==> src/rtl/rpi_irq_pkg.sv <==
// rtl/rpi_irq_pkg.sv - shared types, defaults and derived timing constants for rpi_irq_sched
//
// Contents:
//   sched_state_t          scheduler state (idle, burst, gap)
//   DEF_*                  default parameter values
//   cyc_per_bit/word       derived timing helpers
//   burst_len              cycles per burst (L)
//   DEF_CYC_PER_BIT/WORD   derived constants at the default parameters
//   DEF_BURST_LEN          L at the default parameters

package rpi_irq_pkg;

    typedef enum logic [1:0] {
        ST_IDLE  = 2'd0,
        ST_BURST = 2'd1,
        ST_GAP   = 2'd2
    } sched_state_t;

    localparam int DEF_WORD_BITS   = 32;
    localparam int DEF_BURST_WORDS = 4;
    localparam int DEF_HALF_PERIOD = 16;
    localparam int DEF_LEVEL_W     = 8;
    localparam int DEF_GAP_CYCLES  = 64;

    // One RPi clock period (two half-periods) carries one bit.
    function automatic int cyc_per_bit(input int half_period);
        return 2 * half_period;
    endfunction

    function automatic int cyc_per_word(input int word_bits, input int half_period);
        return word_bits * cyc_per_bit(half_period);
    endfunction

    function automatic int burst_len(input int burst_words, input int word_bits,
                                     input int half_period);
        return burst_words * cyc_per_word(word_bits, half_period);
    endfunction

    localparam int DEF_CYC_PER_BIT  = cyc_per_bit(DEF_HALF_PERIOD);
    localparam int DEF_CYC_PER_WORD = cyc_per_word(DEF_WORD_BITS, DEF_HALF_PERIOD);
    localparam int DEF_BURST_LEN    = burst_len(DEF_BURST_WORDS, DEF_WORD_BITS, DEF_HALF_PERIOD);

endpackage

==> src/rtl/rpi_irq_sched_arb.sv <==
// rtl/rpi_irq_sched_arb.sv - two-way round-robin arbiter (module rr_arb2)
//
// Ports:
//   clk_in         system clock
//   rst_n          synchronous active-low reset
//   i_req[1:0]     request per source
//   i_grant_en     commit the current grant into the last-grant register
//   o_grant_valid  at least one request present
//   o_grant_idx    index of the winning source

module rr_arb2 (
    input  logic       clk_in,
    input  logic       rst_n,
    input  logic [1:0] i_req,
    input  logic       i_grant_en,
    output logic       o_grant_valid,
    output logic       o_grant_idx
);

    // Resets to 1 so that source 0 wins the first tie.
    logic r_last;

    always_comb begin
        o_grant_valid = |i_req;
        if (i_req == 2'b11) begin
            o_grant_idx = ~r_last;
        end else begin
            o_grant_idx = i_req[1];
        end
    end

    always_ff @(posedge clk_in) begin
        if (!rst_n) begin
            r_last <= 1'b1;
        end else if (i_grant_en && o_grant_valid) begin
            r_last <= o_grant_idx;
        end
    end

endmodule

==> src/rtl/rpi_irq_sched.sv <==
// rtl/rpi_irq_sched.sv - burst scheduler sharing the RPi interrupt/clock link between two sources
//
// Optional feature: define RPI_IRQ_SCHED_OVF_EN to add the sticky ovf[1:0] port and its logic.
//
// Ports:
//   clk_in            system clock (sole clock)
//   rst_n             synchronous active-low reset
//   ch0_level         source 0 FIFO fill level
//   ch1_level         source 1 FIFO fill level
//   abort_req         cut the current burst short
//   interrupt_enable  high for the whole burst, to the interrupt-clock generator
//   ch_sel            granted source, held through burst and gap
//   ch_pop[1:0]       one-cycle pop strobe per source at each word start
//   bit_idx           current serializer bit, MSB first
//   busy              high during burst or gap
//   aborted           one-cycle pulse when a burst is cut short
//   ovf[1:0]          sticky level-saturation flags (RPI_IRQ_SCHED_OVF_EN only)

module rpi_irq_sched
    import rpi_irq_pkg::*;
#(
    parameter int WORD_BITS   = DEF_WORD_BITS,
    parameter int BURST_WORDS = DEF_BURST_WORDS,
    parameter int HALF_PERIOD = DEF_HALF_PERIOD,
    parameter int LEVEL_W     = DEF_LEVEL_W,
    parameter int GAP_CYCLES  = DEF_GAP_CYCLES
) (
    input  logic                         clk_in,
    input  logic                         rst_n,
    input  logic [LEVEL_W-1:0]           ch0_level,
    input  logic [LEVEL_W-1:0]           ch1_level,
    input  logic                         abort_req,
    output logic                         interrupt_enable,
    output logic                         ch_sel,
    output logic [1:0]                   ch_pop,
    output logic [$clog2(WORD_BITS)-1:0] bit_idx,
    output logic                         busy,
    output logic                         aborted
`ifdef RPI_IRQ_SCHED_OVF_EN
    ,
    output logic [1:0]                   ovf
`endif
);

    localparam int CPB       = cyc_per_bit(HALF_PERIOD);
    localparam int BURST_LEN = burst_len(BURST_WORDS, WORD_BITS, HALF_PERIOD);
    localparam int CNT_W     = $clog2(BURST_LEN + 1);
    localparam int GAP_W     = $clog2(GAP_CYCLES + 1);
    localparam int BCYC_W    = $clog2(CPB);
    localparam int WORD_W    = $clog2(BURST_WORDS + 1);
    localparam int IDX_W     = $clog2(WORD_BITS);

    localparam logic [CNT_W-1:0]  BURST_LAST = CNT_W'(BURST_LEN - 1);
    localparam logic [GAP_W-1:0]  GAP_LAST   = GAP_W'(GAP_CYCLES - 1);
    localparam logic [BCYC_W-1:0] BCYC_LAST  = BCYC_W'(CPB - 1);
    localparam logic [WORD_W-1:0] WORD_LAST  = WORD_W'(BURST_WORDS - 1);
    localparam logic [IDX_W-1:0]  IDX_MAX    = IDX_W'(WORD_BITS - 1);

    sched_state_t        r_state;
    logic [CNT_W-1:0]    r_burst_cnt;
    logic [GAP_W-1:0]    r_gap_cnt;
    logic [BCYC_W-1:0]   r_bit_cyc;
    logic [WORD_W-1:0]   r_word_cnt;
    logic [IDX_W-1:0]    r_bit_idx;
    logic                r_ie;
    logic                r_sel;
    logic [1:0]          r_pop;
    logic                r_busy;
    logic                r_aborted;

    logic [1:0]          w_elig;
    logic                w_grant_valid;
    logic                w_grant_idx;
    logic                w_in_idle;
    logic                w_last_cycle;
    logic                w_bit_wrap;
    logic                w_word_wrap;

    assign w_in_idle    = (r_state == ST_IDLE);
    assign w_elig[0]    = (ch0_level >= LEVEL_W'(BURST_WORDS));
    assign w_elig[1]    = (ch1_level >= LEVEL_W'(BURST_WORDS));
    assign w_last_cycle = (r_burst_cnt == BURST_LAST);
    assign w_bit_wrap   = (r_bit_cyc == BCYC_LAST);
    assign w_word_wrap  = w_bit_wrap && (r_bit_idx == '0);

    // Levels only matter in IDLE; the last-grant register moves only on a real grant.
    rr_arb2 u_arb (
        .clk_in        (clk_in),
        .rst_n         (rst_n),
        .i_req         (w_elig),
        .i_grant_en    (w_in_idle),
        .o_grant_valid (w_grant_valid),
        .o_grant_idx   (w_grant_idx)
    );

    always_ff @(posedge clk_in) begin
        if (!rst_n) begin
            r_state     <= ST_IDLE;
            r_burst_cnt <= '0;
            r_gap_cnt   <= '0;
            r_bit_cyc   <= '0;
            r_word_cnt  <= '0;
            r_bit_idx   <= IDX_MAX;
            r_ie        <= 1'b0;
            r_sel       <= 1'b0;
            r_pop       <= 2'b00;
            r_busy      <= 1'b0;
            r_aborted   <= 1'b0;
        end else begin
            r_pop     <= 2'b00;
            r_aborted <= 1'b0;
            case (r_state)
                ST_IDLE: begin
                    if (w_grant_valid) begin
                        // First burst cycle already carries the word-0 pop.
                        r_state     <= ST_BURST;
                        r_ie        <= 1'b1;
                        r_busy      <= 1'b1;
                        r_sel       <= w_grant_idx;
                        r_pop       <= w_grant_idx ? 2'b10 : 2'b01;
                        r_burst_cnt <= '0;
                        r_bit_cyc   <= '0;
                        r_word_cnt  <= '0;
                        r_bit_idx   <= IDX_MAX;
                    end
                end
                ST_BURST: begin
                    if (w_last_cycle) begin
                        // Abort on the final cycle is just a normal completion.
                        r_state   <= ST_GAP;
                        r_ie      <= 1'b0;
                        r_gap_cnt <= '0;
                        r_bit_cyc <= '0;
                        r_bit_idx <= IDX_MAX;
                    end else if (abort_req) begin
                        r_state   <= ST_GAP;
                        r_ie      <= 1'b0;
                        r_gap_cnt <= '0;
                        r_aborted <= 1'b1;
                    end else begin
                        r_burst_cnt <= r_burst_cnt + 1'b1;
                        if (w_bit_wrap) begin
                            r_bit_cyc <= '0;
                            if (w_word_wrap) begin
                                r_bit_idx <= IDX_MAX;
                                if (r_word_cnt < WORD_LAST) begin
                                    r_word_cnt <= r_word_cnt + 1'b1;
                                    r_pop      <= r_sel ? 2'b10 : 2'b01;
                                end
                            end else begin
                                r_bit_idx <= r_bit_idx - 1'b1;
                            end
                        end else begin
                            r_bit_cyc <= r_bit_cyc + 1'b1;
                        end
                    end
                end
                ST_GAP: begin
                    if (r_gap_cnt == GAP_LAST) begin
                        r_state <= ST_IDLE;
                        r_busy  <= 1'b0;
                    end else begin
                        r_gap_cnt <= r_gap_cnt + 1'b1;
                    end
                end
                default: begin
                    r_state <= ST_IDLE;
                    r_ie    <= 1'b0;
                    r_busy  <= 1'b0;
                end
            endcase
        end
    end

    assign interrupt_enable = r_ie;
    assign ch_sel           = r_sel;
    assign ch_pop           = r_pop;
    assign bit_idx          = r_bit_idx;
    assign busy             = r_busy;
    assign aborted          = r_aborted;

`ifdef RPI_IRQ_SCHED_OVF_EN
    // A saturated level on a source that is not currently being drained is an overflow.
    logic [1:0] r_ovf;
    logic [1:0] w_full;
    logic [1:0] w_draining;

    assign w_full[0]     = (ch0_level == {LEVEL_W{1'b1}});
    assign w_full[1]     = (ch1_level == {LEVEL_W{1'b1}});
    assign w_draining[0] = (r_state == ST_BURST) && !r_sel;
    assign w_draining[1] = (r_state == ST_BURST) && r_sel;

    always_ff @(posedge clk_in) begin
        if (!rst_n) begin
            r_ovf <= 2'b00;
        end else begin
            r_ovf <= r_ovf | (w_full & ~w_draining);
        end
    end

    assign ovf = r_ovf;
`endif

endmodule
==> config.mk <==
export PLATFORM = sky130hd
export DESIGN_NAME = rpi_irq_sched
export DESIGN_NICKNAME = d
export VERILOG_FILES = /design/src/rtl/rpi_irq_pkg.sv /design/src/rtl/rpi_irq_sched_arb.sv /design/src/rtl/rpi_irq_sched.sv
export SDC_FILE = /design/constraint.sdc
export NUM_CORES = 1
export LEC_CHECK = 0
export CAP_MARGIN = 25
export CORE_ASPECT_RATIO = 0.5
export CORE_MARGIN = 8
export CORE_UTILIZATION = 50
export CTS_CLUSTER_DIAMETER = 30
export DETAILED_ROUTE_END_ITERATION = 8
export GPL_TIMING_DRIVEN = 0
export HOLD_SLACK_MARGIN = 0.12
export PLACE_DENSITY = 0.84
export RECOVER_POWER = 25
export SLEW_MARGIN = 20
export SYNTH_ARGS = -nofsm -noshare
export SYNTH_HDL_FRONTEND = slang
export SYNTH_HIERARCHICAL = 1
export SYNTH_SLANG_ARGS = --single-unit
==> constraint.sdc <==
create_clock -name clk_in -period 2.15 [get_ports clk_in]
set_clock_uncertainty 0.1 [all_clocks]
set_input_delay 0.5375 -clock clk_in [delete_from_list [all_inputs] [get_ports clk_in]]
set_output_delay 0.5375 -clock clk_in [all_outputs]
set_load 0.005 [all_outputs]
Word-level counts from Yosys, hierarchy flattened
Index checks and enable logic that the tools add are counted.
Word-level totals
  logic and storage cells: 106
  memories kept: 0
  bits in read-only memories: 0
  latch bits: 0
  bits of input ports: 19
  bits in registers: 42
  bits in writable memories: 0
Cells by class
  add/sub/neg operators: 5
  div/mod/pow operators: 0
  muxes and demuxes: 48
  magnitude comparators: 3
  bitwise operators: 4
  multipliers: 0
  reductions and logical operators: 17
  equal/unequal tests: 17
  shift-type cells: 0
Operators with widths (count)
  $mux W5: 9
  $mux W13: 3
  $pmux W13 S2: 1
  $mux W2: 12
  $mux W7: 3
  $pmux W5 S2: 2
  $mux W3: 6
  $ge A8 B3 Y1 const B: 2
  $ne A2 B2 Y1 const B: 8
  $reduce_and A3 Y1: 5
  $pmux W7 S2: 1
  $add A13 B1 Y13 const B: 1
  $eq A13 B12 Y1 const B: 1
  $ne A3 B3 Y1 const B: 3
  $reduce_and A4 Y1: 2
  $add A7 B1 Y7 const B: 1
  $eq A7 B6 Y1 const B: 1
  $reduce_and A7 Y1: 1
  $mux W1: 6
  $pmux W1 S3: 2
  $pmux W2 S3: 1
  $pmux W3 S2: 1
  $add A5 B1 Y5 const B: 1
  $eq A5 B5 Y1 const B: 1
  other kinds (14): 20

Longest topological paths before layout
  word-level depth: 7
  gate-level depth with buffers: 8
  gate-level depth less buffers: 7

Modules after synthesis
The synthesis kept the hierarchy.
By module, submodules not included
  rpi_irq_sched: area an instance 2313.5 um2, times used 1, cells each 266
  rr_arb2: area an instance 53.8 um2, times used 1, cells each 6

Worst setup path before layout
No wires, ideal clock.
  path kind: in2reg
  from: input port ch1_level[5]
  to: register r_burst_cnt[12]
  stages on the path: 8
  setup time: 0.081 ns
  arrival time: 2.042 ns
  setup slack: -0.072 ns
  data required time: 1.969 ns
  path through: nor4_1 nand2_1 or2_2 nor3b_2 nor2_1 clkbuf_1 nand2_1 a41oi_1
On the way
  cells in the longest elaborated chain, start to end: 4
RTL lines
  start: declaration: line rpi_irq_sched.sv:31  | input logic [LEVEL_W-1:0] ch1_level,
  $ge A8 B3 Y1: line rpi_irq_sched.sv:81  | assign w_elig[1] = (ch1_level >= LEVEL_W'(BURST_WORDS));
  named net w_elig[1]: line rpi_irq_sched.sv:71  | logic [1:0] w_elig;
  $reduce_or A2 Y1: line rpi_irq_sched_arb.sv:24  | o_grant_valid = |i_req;
  named net w_grant_valid: line rpi_irq_sched.sv:72  | logic w_grant_valid;
  $ne A2 B2 Y1 (no source line)
  $reduce_and A4 Y1 (no source line)
  end signal: assignment: line rpi_irq_sched.sv:141  | r_burst_cnt <= r_burst_cnt + 1'b1;
  end: declaration: line rpi_irq_sched.sv:60  | logic [CNT_W-1:0] r_burst_cnt;
The timed path passes the listed nets, and every way through them passes these cells.
A chain may end at the register's enable or synchronous reset.

Final worst setup path
  from: register r_bit_idx[0], in the netlist bit_idx[0]
  to: register r_word_cnt[0]
On the way
  cells in the longest elaborated chain, start to end: 4
RTL lines
  start: declaration: line rpi_irq_sched.sv:64  | logic [IDX_W-1:0] r_bit_idx;
  start signal: assignment: line rpi_irq_sched.sv:151  | r_bit_idx <= r_bit_idx - 1'b1;
  $logic_not A5 Y1: line rpi_irq_sched.sv:84  | assign w_word_wrap = w_bit_wrap && (r_bit_idx == '0);
  $logic_and A1 B1 Y1: line rpi_irq_sched.sv:84
  $ne A2 B2 Y1 (no source line)
  $reduce_and A7 Y1 (no source line)
  end signal: assignment: line rpi_irq_sched.sv:147  | r_word_cnt <= r_word_cnt + 1'b1;
  end: declaration: line rpi_irq_sched.sv:63  | logic [WORD_W-1:0] r_word_cnt;
Every way passes these cells.

==> flow_metrics.tcl <==
set metrics [dict create \
    synthXorXnorAreaFrac_pct 0.370 \
    r2r_end "r_word_cnt[0]$_SDFFE_PN0P_" \
    grt-ovfl-total 0 \
    rows 17 \
    clock_sinks 42 \
    yosysSeqAreaShare_pct 35.5 \
    setup_violations 0 \
    hold_ws_ns 0.355 \
    swShare_pct 34.9 \
    crit_type "flop to flop" \
    io_buffers 25 \
    synth_edf_count 0 \
    vias_per_cell 6.69 \
    cts_buffers 5 \
    fill_cells 322 \
    postRouteWirelength_um 7130 \
    drtPass1Iterations 5 \
    r2r_start "bit_idx[0]$_SDFFE_PN1P_" \
    area_delta_synth_final_pct 29.0 \
    r2r_cells 6 \
    antenna_found_initial 0 \
    p_seq_share_pct 41.7 \
    worstPathMaxFanout 4 \
    arrival_ns 2.23 \
    netlist_instances 272 \
    ctsRootBufferMaster "clkbuf_8" \
    leakage_nw 1.10 \
    post_synth.cell_area_avg_um2 8.70 \
    path_clk_slew_ns 0.09 \
    vias 2501 \
    holdPathEnd "r_burst_cnt[12]$_SDFFE_PN0P_" \
    synth_common_cells "dfxtp_1, nand2_1, a21oi_1" \
    synth_fp_nets 297 \
    grt_use_total_pct 18.5 \
    synth_area_leaders "dfxtp_1, a21oi_1, nand2_1, or3_1, mux2i_1" \
    fmax_mhz 475 \
    yosysTopAreaCell "dfxtp_1" \
    p_int_mw 1.34 \
    p_per_area_nw_per_um2 677 \
    critPathRequiredTime_ns 2.28 \
    min_period_ns 2.11 \
    hold_path_startpoint "r_burst_cnt[12]$_SDFFE_PN0P_" \
    synthArstFlopShare_pct 0 \
    ys_seq_elements 42 \
    hold_viol 0 \
    worstHoldPathCells 2 \
    cts_hold_buf 0 \
    die_y_um 64.7 \
    hold_path.class "flop to flop" \
    synth-simple-area-share_pct 28.8 \
    ir_worst_vdd_mv 0.461 \
    routedWlPerCell_um 19.1 \
    end_kind "flop" \
    dr.first_iter.drc_count 282 \
    status "complete, no violations" \
    antenna_cells 0 \
    place_hpwl_um 4390 \
    synthesis.area_um2 2370 \
    grt_pass1_vias 2383 \
    relSlewSlack_pct 49.0 \
    pre_cts_slack_ns -0.713 \
    clock_power_share_pct 26.5 \
    initial_utilization_pct 53.0 \
    grt_max_degree 13 \
    die_x_um 113 \
    synth_top_family_by_area "simple AND/OR/NAND/NOR gates" \
    setup_slack_ns 0.0434 \
    synthMuxAreaShare_pct 3.81 \
    die_area_um2 7330 \
    worstSetupStartpoint "bit_idx[0]$_SDFFE_PN1P_" \
    gp_congestion 0.889 \
    synth_flop_cell "dfxtp_1" \
    nNetsFinal 341 \
    core_um2 4470 \
    start_kind "flop" \
    maxCapViolCount 0 \
    synth_compound_area_share_pct 23.8 \
    io_pins 30 \
    combPwrFrac_pct 31.8 \
    fin_crit_sh_pct 98.0 \
    htree_levels 2 \
    synth_top_area_share_pct 35.5 \
    synth_cell_types 60 \
    grt_pass1_wl_um 11200 \
    cts_tree "done" \
    ys_warn_count 6 \
    power.total_mw 2.07 \
    drc 0 \
    drtAntennaViolNets 0 \
    cts_buffer_depth 2 \
    drive_gt1_share_pct 19.9 \
    maxSlewViolCount 0 \
    clock_latency_ns 0.30 \
    max_slew.worst_pin.slew_ns 0.764 \
    synthAdderAreaFrac_pct 3.17 \
    yosysMostFrequentCell "dfxtp_1" \
    p_sw_uw 721 \
    regToRegSetupSlack_ns 0.04 \
]
## routing by layer
| metal | vias up | GRT usage, % | part of all wire [%] |
|---|---|---|---|
| met5 | - | 0 | 0 |
| met1 | 1174 | 22.6 | 41 |
| met2 | 150 | 30.9 | 45 |
| li1 | 1138 | - | - |
| met3 | 39 | 4.34 | 10 |
| met4 | 0 | 7.89 | 3.5 |
## timing repair
action / 4_1_cts / 5_1_grt
setup endpoints to repair: 30 / 34
pin swaps: 7 / 12
setup buffers: 7 / 4
gates resized for setup: 27 / 20
cloned: 2 / 0
## flip-flops by register name, indices dropped and copies added (netlist names)
signal,cells
busy,1
r_gap_cnt,7
aborted,1
ch_pop,2
r_state,2
ch_sel,1
r_word_cnt,3
r_burst_cnt,13
bit_idx,5
r_bit_cyc,5
u_arb/r_last,1
interrupt_enable,1
## stage by stage
| step | area, um^2 | utilization [%] | instances | setup TNS, ns |
|---|---|---|---|---|
| floorplan | 2370 | - | 272 | 0 |
| global placement | 2690 | 60.2 | 354 | -18.08 |
| detailed placement | 2690 | 60.2 | 354 | -19.85 |
| CTS | 2970 | 66.4 | 371 | -0.0300 |
| global route | 3050 | 68.3 | 374 | -0.0477 |
| finish | 3050 | 68.3 | 374 | 0 |
## critical path: stages, from the launching register on
cell,delay [ns]
dfxtp_1,0.33
inv_1,0.10
ha_1,0.22
or3b_4,0.43
a2111oi_4,0.33
o211a_1,0.28
mux2i_1,0.23
## worst max-delay path by stage
| stage | to | slack (ns) |
|---|---|---|
| final | r_word_cnt[0]$_SDFFE_PN0P_ | 0.04 |
| after global routing | bit_idx[3]$_SDFFE_PN1P_ | -0.02 |
| after CTS | r_burst_cnt[5]$_SDFFE_PN0P_ | -0.02 |
| after detailed placement | r_bit_cyc[3]$_SDFFE_PN0P_ | -0.71 |
| after global placement | r_bit_cyc[0]$_SDFFE_PN0P_ | -0.69 |
| after floorplan | r_burst_cnt[12]$_SDFFE_PN0P_ | 0.02 |
## power groups by stage
stage	Clock (mW)	Sequential, mW	Combinational [mW]
after floorplan	0	0.873	0.346
after global placement	0	0.875	0.509
after detailed placement	0	0.876	0.529
after CTS	0.540	0.859	0.613
after global routing	0.584	0.866	0.696
final	0.548	0.861	0.657
## logic make-up after synthesis
| kind of cell | count (synthesis) |
|---|---|
| compound gates | 74 |
| xor+xnor | 1 |
| fa+ha+maj | 6 |
| buf+inv | 21 |
| flops | 42 |
| mux | 9 |
| simple gates | 119 |
## cell type report
cell class	instances	area (um^2)	area share, %
multi-input cells	210	1570	51.5
flip-flops and latches	42	846	27.7
clock inverters	1	5.00	0.164
repair buffers	36	352	11.5
clock buffers	7	86.3	2.83
well taps	57	71.3	2.34
plain buffers	15	98.8	3.24
inverters	6	22.5	0.738
## cells in the final DEF (no fill, tap or decap), drive strengths merged, types with 4 or more instances in the layout
cell,count
dfxtp,42
nand2,26
a21oi,20
buf,19
or3,15
o21ai,15
nand3,14
clkbuf,14
mux2i,9
dlygate4sd3,9
nand4,8
nor4,8
dlygate4sd2,7
clkdlybuf4s50,7
nor2,7
o31ai,7
nand2b,7
nor3,6
inv,6
ha,6
and3,4
nand3b,4
o211ai,4
a2111oi,4
and2,4
a41oi,4
Power figures use the tool's default switching activity.
